$ cat src/rtl/mem_rr_arbiter_if.sv
// Request/response bundle between two requesters, the round-robin arbiter and the memory.
// The arbiter uses the master modport; the surrounding environment uses the slave modport.
interface mem_rr_arbiter_if #(
    parameter int WIDTH      = 8,
    parameter int ADDR_WIDTH = 4
);
    logic                  r0_valid_i;
    logic                  r0_wr_rd_i;
    logic [ADDR_WIDTH-1:0] r0_addr_i;
    logic [WIDTH-1:0]      r0_wdata_i;
    logic                  r0_ready_o;
    logic [WIDTH-1:0]      r0_rdata_o;
    logic                  r0_err_o;

    logic                  r1_valid_i;
    logic                  r1_wr_rd_i;
    logic [ADDR_WIDTH-1:0] r1_addr_i;
    logic [WIDTH-1:0]      r1_wdata_i;
    logic                  r1_ready_o;
    logic [WIDTH-1:0]      r1_rdata_o;
    logic                  r1_err_o;

    logic                  mem_valid_o;
    logic                  mem_wr_rd_o;
    logic [ADDR_WIDTH-1:0] mem_addr_o;
    logic [WIDTH-1:0]      mem_wdata_o;
    logic                  mem_ready_i;
    logic [WIDTH-1:0]      mem_rdata_i;

    logic                  busy_o;
    logic                  grant_o;

    modport master (
        input  r0_valid_i, r0_wr_rd_i, r0_addr_i, r0_wdata_i,
        output r0_ready_o, r0_rdata_o, r0_err_o,
        input  r1_valid_i, r1_wr_rd_i, r1_addr_i, r1_wdata_i,
        output r1_ready_o, r1_rdata_o, r1_err_o,
        output mem_valid_o, mem_wr_rd_o, mem_addr_o, mem_wdata_o,
        input  mem_ready_i, mem_rdata_i,
        output busy_o, grant_o
    );

    modport slave (
        output r0_valid_i, r0_wr_rd_i, r0_addr_i, r0_wdata_i,
        input  r0_ready_o, r0_rdata_o, r0_err_o,
        output r1_valid_i, r1_wr_rd_i, r1_addr_i, r1_wdata_i,
        input  r1_ready_o, r1_rdata_o, r1_err_o,
        input  mem_valid_o, mem_wr_rd_o, mem_addr_o, mem_wdata_o,
        output mem_ready_i, mem_rdata_i,
        input  busy_o, grant_o
    );
endinterface

$ cat src/rtl/mem_rr_arbiter.sv
// Two-requester round-robin arbiter and sequencer for a single-port valid/ready memory.
// One command is latched, issued for one cycle, awaited (with timeout) and answered with a ready pulse.
module mem_rr_arbiter #(
    parameter int DEPTH      = 16,
    parameter int WIDTH      = 8,
    parameter int ADDR_WIDTH = $clog2(DEPTH),
    parameter int TIMEOUT    = 8
) (
    input  logic             clk_i,
    input  logic             rst_n_i,
    mem_rr_arbiter_if.master bus
);
    typedef enum logic [1:0] {IDLE, ISSUE, WAIT, RESP} state_t;

    typedef struct packed {
        logic                  wr_rd;
        logic [ADDR_WIDTH-1:0] addr;
        logic [WIDTH-1:0]      wdata;
    } cmd_t;

    localparam logic [7:0] TIMEOUT_LAST = 8'(TIMEOUT - 1);

    state_t           state_q, state_d;
    cmd_t             cmd_q, cmd_d;
    cmd_t             req_cmd [2];
    logic [1:0]       req_valid;
    logic             sel;
    logic [7:0]       cnt_q, cnt_d;
    logic             grant_q, grant_d;
    logic             last_q, last_d;
    logic             mem_valid_q, mem_valid_d;
    logic             busy_q, busy_d;
    logic [1:0]       ready_q, ready_d;
    logic [1:0]       err_q, err_d;
    logic [WIDTH-1:0] rdata_q [2];
    logic [WIDTH-1:0] rdata_d [2];

    assign req_valid  = {bus.r1_valid_i, bus.r0_valid_i};
    assign req_cmd[0] = {bus.r0_wr_rd_i, bus.r0_addr_i, bus.r0_wdata_i};
    assign req_cmd[1] = {bus.r1_wr_rd_i, bus.r1_addr_i, bus.r1_wdata_i};

    // On a tie the requester that did not win last time is served.
    assign sel = (&req_valid) ? ~last_q : req_valid[1];

    always_ff @(posedge clk_i or negedge rst_n_i) begin
        if (!rst_n_i) begin
            state_q <= IDLE;
        end else begin
            // NOTE: sequential state uses non-blocking assignments so every flop samples pre-edge values.
            state_q <= state_d;
        end
    end

    always_comb begin
        // NOTE: every signal gets its hold value first, so no path through the case infers a latch.
        state_d = state_q;
        cmd_d   = cmd_q;
        cnt_d   = cnt_q;
        grant_d = grant_q;
        last_d  = last_q;
        ready_d = '0;
        err_d   = '0;
        rdata_d = rdata_q;

        case (state_q)
            IDLE: begin
                if (|req_valid) begin
                    grant_d = sel;
                    last_d  = sel;
                    cmd_d   = req_cmd[sel];
                    state_d = ISSUE;
                end
            end
            ISSUE: begin
                cnt_d   = '0;
                state_d = WAIT;
            end
            WAIT: begin
                if (bus.mem_ready_i) begin
                    if (!cmd_q.wr_rd) rdata_d[grant_q] = bus.mem_rdata_i;
                    ready_d[grant_q] = 1'b1;
                    state_d          = RESP;
                end else if (cnt_q == TIMEOUT_LAST) begin
                    cnt_d            = cnt_q + 8'd1;
                    ready_d[grant_q] = 1'b1;
                    err_d[grant_q]   = 1'b1;
                    state_d          = RESP;
                end else begin
                    cnt_d = cnt_q + 8'd1;
                end
            end
            RESP: begin
                // No arbitration here: a requester still holding valid waits for IDLE.
                state_d = IDLE;
            end
            default: state_d = IDLE;
        endcase

        mem_valid_d = (state_d == ISSUE);
        busy_d      = (state_d != IDLE);
    end

    // Outputs are registered from next-state values so they line up with the state they describe.
    always_ff @(posedge clk_i or negedge rst_n_i) begin
        if (!rst_n_i) begin
            cmd_q       <= '0;
            cnt_q       <= '0;
            grant_q     <= 1'b0;
            last_q      <= 1'b1;
            mem_valid_q <= 1'b0;
            busy_q      <= 1'b0;
            ready_q     <= '0;
            err_q       <= '0;
            rdata_q[0]  <= '0;
            rdata_q[1]  <= '0;
        end else begin
            cmd_q       <= cmd_d;
            cnt_q       <= cnt_d;
            grant_q     <= grant_d;
            last_q      <= last_d;
            mem_valid_q <= mem_valid_d;
            busy_q      <= busy_d;
            ready_q     <= ready_d;
            err_q       <= err_d;
            rdata_q[0]  <= rdata_d[0];
            rdata_q[1]  <= rdata_d[1];
        end
    end

    assign bus.mem_valid_o = mem_valid_q;
    assign bus.mem_wr_rd_o = cmd_q.wr_rd;
    assign bus.mem_addr_o  = cmd_q.addr;
    assign bus.mem_wdata_o = cmd_q.wdata;
    assign bus.busy_o      = busy_q;
    assign bus.grant_o     = grant_q;
    assign bus.r0_ready_o  = ready_q[0];
    assign bus.r1_ready_o  = ready_q[1];
    assign bus.r0_err_o    = err_q[0];
    assign bus.r1_err_o    = err_q[1];
    assign bus.r0_rdata_o  = rdata_q[0];
    assign bus.r1_rdata_o  = rdata_q[1];

endmodule

$ cat src/flat_wrapper.sv
// flat-port wrapper written by rule: the top's interface ports become plain ports
module mem_rr_arbiter_flat 
#(
    parameter int DEPTH      = 16,
    parameter int WIDTH      = 8,
    parameter int ADDR_WIDTH = $clog2(DEPTH),
    parameter int TIMEOUT    = 8
)
  (clk_i, rst_n_i, bus_r0_valid_i, bus_r0_wr_rd_i, bus_r0_addr_i, bus_r0_wdata_i, bus_r0_ready_o, bus_r0_rdata_o, bus_r0_err_o, bus_r1_valid_i, bus_r1_wr_rd_i, bus_r1_addr_i, bus_r1_wdata_i, bus_r1_ready_o, bus_r1_rdata_o, bus_r1_err_o, bus_mem_valid_o, bus_mem_wr_rd_o, bus_mem_addr_o, bus_mem_wdata_o, bus_mem_ready_i, bus_mem_rdata_i, bus_busy_o, bus_grant_o);
  mem_rr_arbiter_if #(.WIDTH(WIDTH), .ADDR_WIDTH(ADDR_WIDTH)) bus_i ();
  input  logic clk_i;
  input  logic rst_n_i;
  input wire logic [$bits(bus_i.r0_valid_i)-1:0] bus_r0_valid_i;
  input wire logic [$bits(bus_i.r0_wr_rd_i)-1:0] bus_r0_wr_rd_i;
  input wire logic [$bits(bus_i.r0_addr_i)-1:0] bus_r0_addr_i;
  input wire logic [$bits(bus_i.r0_wdata_i)-1:0] bus_r0_wdata_i;
  output wire logic [$bits(bus_i.r0_ready_o)-1:0] bus_r0_ready_o;
  output wire logic [$bits(bus_i.r0_rdata_o)-1:0] bus_r0_rdata_o;
  output wire logic [$bits(bus_i.r0_err_o)-1:0] bus_r0_err_o;
  input wire logic [$bits(bus_i.r1_valid_i)-1:0] bus_r1_valid_i;
  input wire logic [$bits(bus_i.r1_wr_rd_i)-1:0] bus_r1_wr_rd_i;
  input wire logic [$bits(bus_i.r1_addr_i)-1:0] bus_r1_addr_i;
  input wire logic [$bits(bus_i.r1_wdata_i)-1:0] bus_r1_wdata_i;
  output wire logic [$bits(bus_i.r1_ready_o)-1:0] bus_r1_ready_o;
  output wire logic [$bits(bus_i.r1_rdata_o)-1:0] bus_r1_rdata_o;
  output wire logic [$bits(bus_i.r1_err_o)-1:0] bus_r1_err_o;
  output wire logic [$bits(bus_i.mem_valid_o)-1:0] bus_mem_valid_o;
  output wire logic [$bits(bus_i.mem_wr_rd_o)-1:0] bus_mem_wr_rd_o;
  output wire logic [$bits(bus_i.mem_addr_o)-1:0] bus_mem_addr_o;
  output wire logic [$bits(bus_i.mem_wdata_o)-1:0] bus_mem_wdata_o;
  input wire logic [$bits(bus_i.mem_ready_i)-1:0] bus_mem_ready_i;
  input wire logic [$bits(bus_i.mem_rdata_i)-1:0] bus_mem_rdata_i;
  output wire logic [$bits(bus_i.busy_o)-1:0] bus_busy_o;
  output wire logic [$bits(bus_i.grant_o)-1:0] bus_grant_o;
  assign bus_i.r0_valid_i = bus_r0_valid_i;
  assign bus_i.r0_wr_rd_i = bus_r0_wr_rd_i;
  assign bus_i.r0_addr_i = bus_r0_addr_i;
  assign bus_i.r0_wdata_i = bus_r0_wdata_i;
  assign bus_r0_ready_o = bus_i.r0_ready_o;
  assign bus_r0_rdata_o = bus_i.r0_rdata_o;
  assign bus_r0_err_o = bus_i.r0_err_o;
  assign bus_i.r1_valid_i = bus_r1_valid_i;
  assign bus_i.r1_wr_rd_i = bus_r1_wr_rd_i;
  assign bus_i.r1_addr_i = bus_r1_addr_i;
  assign bus_i.r1_wdata_i = bus_r1_wdata_i;
  assign bus_r1_ready_o = bus_i.r1_ready_o;
  assign bus_r1_rdata_o = bus_i.r1_rdata_o;
  assign bus_r1_err_o = bus_i.r1_err_o;
  assign bus_mem_valid_o = bus_i.mem_valid_o;
  assign bus_mem_wr_rd_o = bus_i.mem_wr_rd_o;
  assign bus_mem_addr_o = bus_i.mem_addr_o;
  assign bus_mem_wdata_o = bus_i.mem_wdata_o;
  assign bus_i.mem_ready_i = bus_mem_ready_i;
  assign bus_i.mem_rdata_i = bus_mem_rdata_i;
  assign bus_busy_o = bus_i.busy_o;
  assign bus_grant_o = bus_i.grant_o;
  mem_rr_arbiter #(.DEPTH(DEPTH), .WIDTH(WIDTH), .ADDR_WIDTH(ADDR_WIDTH), .TIMEOUT(TIMEOUT)) u_core (.clk_i(clk_i), .rst_n_i(rst_n_i), .bus(bus_i));
endmodule
$ cat config.mk
export PLATFORM = sky130hd
export DESIGN_NAME = mem_rr_arbiter_flat
export DESIGN_NICKNAME = d
export VERILOG_FILES = /design/src/rtl/mem_rr_arbiter_if.sv /design/src/rtl/mem_rr_arbiter.sv /design/src/flat_wrapper.sv
export SDC_FILE = /design/constraint.sdc
export NUM_CORES = 1
export LEC_CHECK = 0
export ABC_CLOCK_PERIOD_IN_PS = 4900
export CAP_MARGIN = 20
export CORE_MARGIN = 1.5
export CORE_UTILIZATION = 48
export DETAILED_ROUTE_END_ITERATION = 12
export PLACE_DENSITY_LB_ADDON = 0.05
export SLEW_MARGIN = 20
export SYNTH_ARGS = -nofsm -noshare
export SYNTH_HDL_FRONTEND = slang
export SYNTH_SLANG_ARGS = --single-unit
$ cat constraint.sdc
create_clock -name clk_i -period 4.9 [get_ports clk_i]
set_clock_uncertainty 0.05 [all_clocks]
set_input_delay 1.47 -clock clk_i [delete_from_list [all_inputs] [get_ports clk_i]]
set_output_delay 1.47 -clock clk_i [all_outputs]
set_load 0.02 [all_outputs]
# Word-level counts from Yosys, hierarchy flattened

Cells that the tools add are included.

Flip-flop bits (word level): 47
Input port bits: 39
Output and inout port bits: 36
Logic and storage cells: 59

Add/subtract/negate cells: 1
Magnitude comparators: 5
Eq/ne operators: 6
Muxes and demuxes: 20
Bitwise gates (word level): 4
Reductions and logical operators: 10

Operators by type and width:

| kind                                                       | count |
|---|---|
| two-way mux 13 bit                                         | 3 |
| bitwise mux 16 bit                                         | 1 |
| two-way mux 2 bit                                          | 8 |
| two-way mux 8 bit                                          | 2 |
| case mux 8 bit (2 select lines)                            | 1 |
| adder 8 x 1 -> 8 bit, second input constant                | 1 |
| demux 8 bit (select 1 bit)                                 | 1 |
| == test 8 x 3 -> 1 bit, second input constant              | 1 |
| case mux 2 bit (4 select lines)                            | 1 |
| AND reduction 2 bit                                        | 3 |
| == test 2 x 1 -> 1 bit, second input constant              | 2 |
| == test 2 bit, second input constant                       | 2 |
| greater-or-equal comparator 2 bit, second input constant   | 2 |
| NOT 1 -> 2 bit                                             | 2 |
| nonzero test 2 bit                                         | 2 |
| AND reduction 3 bit                                        | 1 |
| logical AND 1 bit                                          | 2 |
| logical NOT 2 bit                                          | 1 |
| less-than comparator 1 x 2 -> 1 bit, second input constant | 1 |
| less-than comparator 2 x 1 -> 1 bit, second input constant | 1 |
| two-way mux 1 bit                                          | 2 |
| != test 2 bit, second input constant                       | 1 |
| NOT 1 bit                                                  | 2 |
| OR reduction 2 bit                                         | 1 |
| other kinds (2)                                            | 2 |

# Logic depth before layout (Yosys ltp)

Depth after elaboration: 7
Mapped depth: 6
Depth with buffers taken out: 5

# Least setup slack after synthesis

Ideal clock, no wire load.

Path kind: in2reg
Start: in bus_mem_ready_i
End: reg u_core.rdata_q, in the netlist u_core.bus.r0_rdata_o[0]
Data arrival time: 2.319 ns
Required time: 4.725 ns
Setup slack: 2.406 ns
Stages on the path: 3
Path buffers: 1
Cell sequence: buf_4 -> nor3b_4 -> mux2_2

Longest elaborated chain between the ends: 1

RTL lines:

| item                          | line                 | source |
|---|---|---|
| from (decl)                   | flat_wrapper.sv:31   | `input wire logic [$bits(bus_i.mem_ready_i)-1:0] bus_mem_ready_i;` |
| AND reduction 3 bit (no line) | n/a                  |  |
| to (decl)                     | mem_rr_arbiter.sv:35 | `logic [WIDTH-1:0] rdata_q [2];` |

Every way passes these cells.
A chain may end at the register's enable or synchronous reset.

# Worst setup path in the final report

Start: in bus_mem_ready_i
End: reg u_core.rdata_q, in the netlist u_core.bus.r0_rdata_o[2]

The elaborated chain is that of the path after synthesis.

==> results.txt <==
For this run, the total global-route usage over all layers was measured as 18.9%. The pre-CTS setup slack came out at 1.63 ns. The portion of synthesized area spent on multiplexers is 16.2%. In this run the vertical extent of the chip is 69.3 um. The synthesized-area fraction occupied by ao, oa, aoi and oai cells is 10.7%. The area growth from synthesis to layout is 40.1%. After legalization and detailed placement, the total HPWL measured 3340 um.

Setup violations remaining at the end of the flow were counted as 0. The total of flip-flops plus latches after synthesis came out at 47. The synthesized-area fraction occupied by and/or/nand/nor cells is 11.1%. The sum of negative setup slack is 0 ns. The setup path with the least slack is of type input pin to flop.

The most frequent standard cell in the layout excluding fill and tap cells is sky130_fd_sc_hd__clkdlybuf4s50_1. The die outline area is 4800 um2. The unique cell type count in the Yosys netlist came out at 40. Pin placement for this block handled 75 I/O pins. The hold buffer count at CTS is 0.

The max-slew headroom at the worst pin is 57.5%. The number of diodes added for antenna fixing came out at 0. The maximum number of pins on one net before global-route repair is 48. The required time at the worst-slack endpoint is 5.03 ns.

TritonCTS built the clock tree. STA puts the critical path data arrival time at 3.06 ns. In this run the standard cell core region covers 4120 um2. The count of routing violations after the opening detailed-route iteration came out at 79. The adder-cell share of the synthesized area came out at 2.97%.

The combined area of all synthesized cells is 2110 um2. The count of endpoints failing hold in the final timing report came to 0. The peak fanout along the critical path came out at 10. The average detailed-routed wire length per instance is 14.7 um. The most used flip-flop cell after synthesis is sky130_fd_sc_hd__dfrtp_1. In the routed design, unresolved DRC markers number 0. The fraction of final layout cells sized beyond drive strength 1 is 13.4%. The H-tree generated during clock tree synthesis spans 2 levels. When the netlist entered floorplanning its net count stood at 213.

The clock passes through at most 2 buffers. The endpoint class of the critical path is a flop. The final antenna-violating net count is 0. The final period demand of the worst path came out at 2.94 ns. The total power after layout came out at 1710 uW. At the end of routability-driven placement, the weighted congestion stood at 0.709. The number of max-cap violations came out at 0.

Post-CTS timing repair inserted 0 buffers for setup. The share of synthesized area occupied by flip-flops and latches is 55.9%. The tree is rooted in a sky130_fd_sc_hd__clkbuf_8. In this run the power density over the cells is 580 nW/um2. The via count of the first global-routing pass is 1527. The clock net sink count is 47. The final layout contains 289 nets.

For this configuration, the core starts out at a cell density of 51.2%. After clock tree synthesis, the clock-pin slew on the worst setup and hold paths is 0.08 ns. Setup repair after global routing left no endpoint under its margin.

The final number of max-transition violations was 0. The worst hold path belongs to the class flop to flop. The synthesized netlist cell count came out at 169. The number of warning messages in the yosys log came out at 0. Input and output buffers added on the ports amount to 74.

Counting flops with a built-in enable in the synthesized netlist gives 0. Of the total synthesized cell area, the portion taken by XOR and XNOR cells is 0.416%. The first global-routing pass estimated 7260 um of wire. The static leakage came out at 0.00130 uW. The worst-skew pair later-pin latency came out at 0.29 ns. The die is 69.3 um wide.

The initial antenna violation count is 0. After layout, the worst path uses 59.9% of the clock period. The utilization after layout came out at 71.8%. The worst vdd rail ir drop came out at 0.297 mV. The number of placement rows came out at 23. In this run the mean area of a mapped cell was 12.5 um2.

After clock tree synthesis, the repair step resized 0 gates. The flow ran to the end, and the final reports show no timing, DRC or antenna violations. Setup slack closes at 1.96 ns. The actual transition at the worst max-transition pin is 0.636 ns. The signal on the critical path passes through clkdlybuf4s50_1 > nor3b_4 > mux2_2. The via count normalized by instance count is 5.32. The leftover overflow at the end of global routing is 0. The first detailed-routing pass took 4 iterations.

In the synthesized netlist the async set-or-reset flop fraction comes to 100%. The number of buffers inserted during clock tree synthesis is 5. By area, the combinational part of the netlist is dominated by multiplexers.

For this run, the slowest stage of the critical path takes 0.70 ns. In the layout the commonest cells are sky130_fd_sc_hd__clkdlybuf4s50_1 (73), sky130_fd_sc_hd__dfrtp_1 (46), sky130_fd_sc_hd__nand2_1 (19). The highest attainable clock frequency is 340 MHz.

The post-detailed-routing wire length came out at 4360 um. The slowest stage of the critical path is the sky130_fd_sc_hd__clkdlybuf4s50_1 cell. The worst setup path is launched from an input pin. Across all layers, the routed design uses 1574 vias.
[per-stage QoR]
step                area [um2]  hold WS (ns)  std cells
finish                    2950         0.441        296
global route              2950         0.469        296
CTS                       2950         0.446        296
detailed placement        2870         0.424        288
global placement          2870         0.413        288
floorplan                 2110         0.410        169
[logic make-up (layout without fill, tap and decap cells)]
group | count (synthesis) | count (layout)
AOI/OAI and AO/OA | 34 | 34
xor gates and xnor gates | 1 | 1
adders and majority gates | 5 | 5
buffers and inverters | 10 | 87
DFF | 47 | 47
muxes | 32 | 32
and+or+nand+nor | 40 | 40
[power breakdown]
part,switching (uW),internal [uW]
clock,119,100
sequential,95.1,546
combinational,430,423
[worst max-delay path, delay by kind of cell]
kind	cells	cell delay [ns]
buf+inv	1	0.70
mux	1	0.39
simple gates	1	0.50
[cells in the mapped netlist, types with 3 or more instances]
master,n,area [um2]
sky130_fd_sc_hd__nand2_1,19,71.3
sky130_fd_sc_hd__mux2_2,16,180
sky130_fd_sc_hd__o21ai_0,14,70.1
sky130_fd_sc_hd__ha_1,5,62.6
sky130_fd_sc_hd__inv_1,4,15.0
sky130_fd_sc_hd__a31oi_1,3,18.8
sky130_fd_sc_hd__nor3_1,3,15.0
sky130_fd_sc_hd__mux2i_1,16,160
sky130_fd_sc_hd__nor2_1,4,15.0
sky130_fd_sc_hd__dfrtp_1,46,1150
[worst paths after layout]
check	end	depth (start not counted)	start	slack (ns)
setup / recovery	u_core.bus.r0_rdata_o[2]	3	bus_mem_ready_i	1.96
hold reg to reg	u_core.bus.mem_wdata_o[1]	2	u_core.bus.mem_wdata_o[1]	0.44
hold / removal	u_core.bus.mem_wdata_o[1]	2	u_core.bus.mem_wdata_o[1]	0.44
max in group asynchronous	u_core.bus.mem_addr_o[2]	1	rst_n_i	3.28
setup reg to reg	u_core.bus.r0_rdata_o[2]	5	u_core.state_q[0]	2.87
min in group asynchronous	u_core.cnt_q[3]	1	rst_n_i	1.13
[registers in the layout, summed over array words and instances (netlist names), 2 cells and up]
signal	count
u_core.ready_q	2
u_core.bus.mem_addr_o	4
u_core.cnt_q	8
u_core.state_q	2
u_core.bus.r0_rdata_o	8
u_core.err_q	2
u_core.bus.r1_rdata_o	8
u_core.bus.mem_wdata_o	8
[routing by layer]
metal  routed length [um]  GRT usage (%)
met1                 1880           22.1
met2                 2140           33.0
met3                  301           6.69
met4                   39           5.01
met5                    0              0
[layout make-up]
type	count	area, um2
clock buffers	7	76.3
flip-flops and latches	47	1180
fillers	307	1160
repair buffers	75	746
inverters	4	15.0
multi-input cells	112	871
clock inverters	1	5.00
well taps	50	62.6
Note: power is estimated with default switching activity, not from simulation.
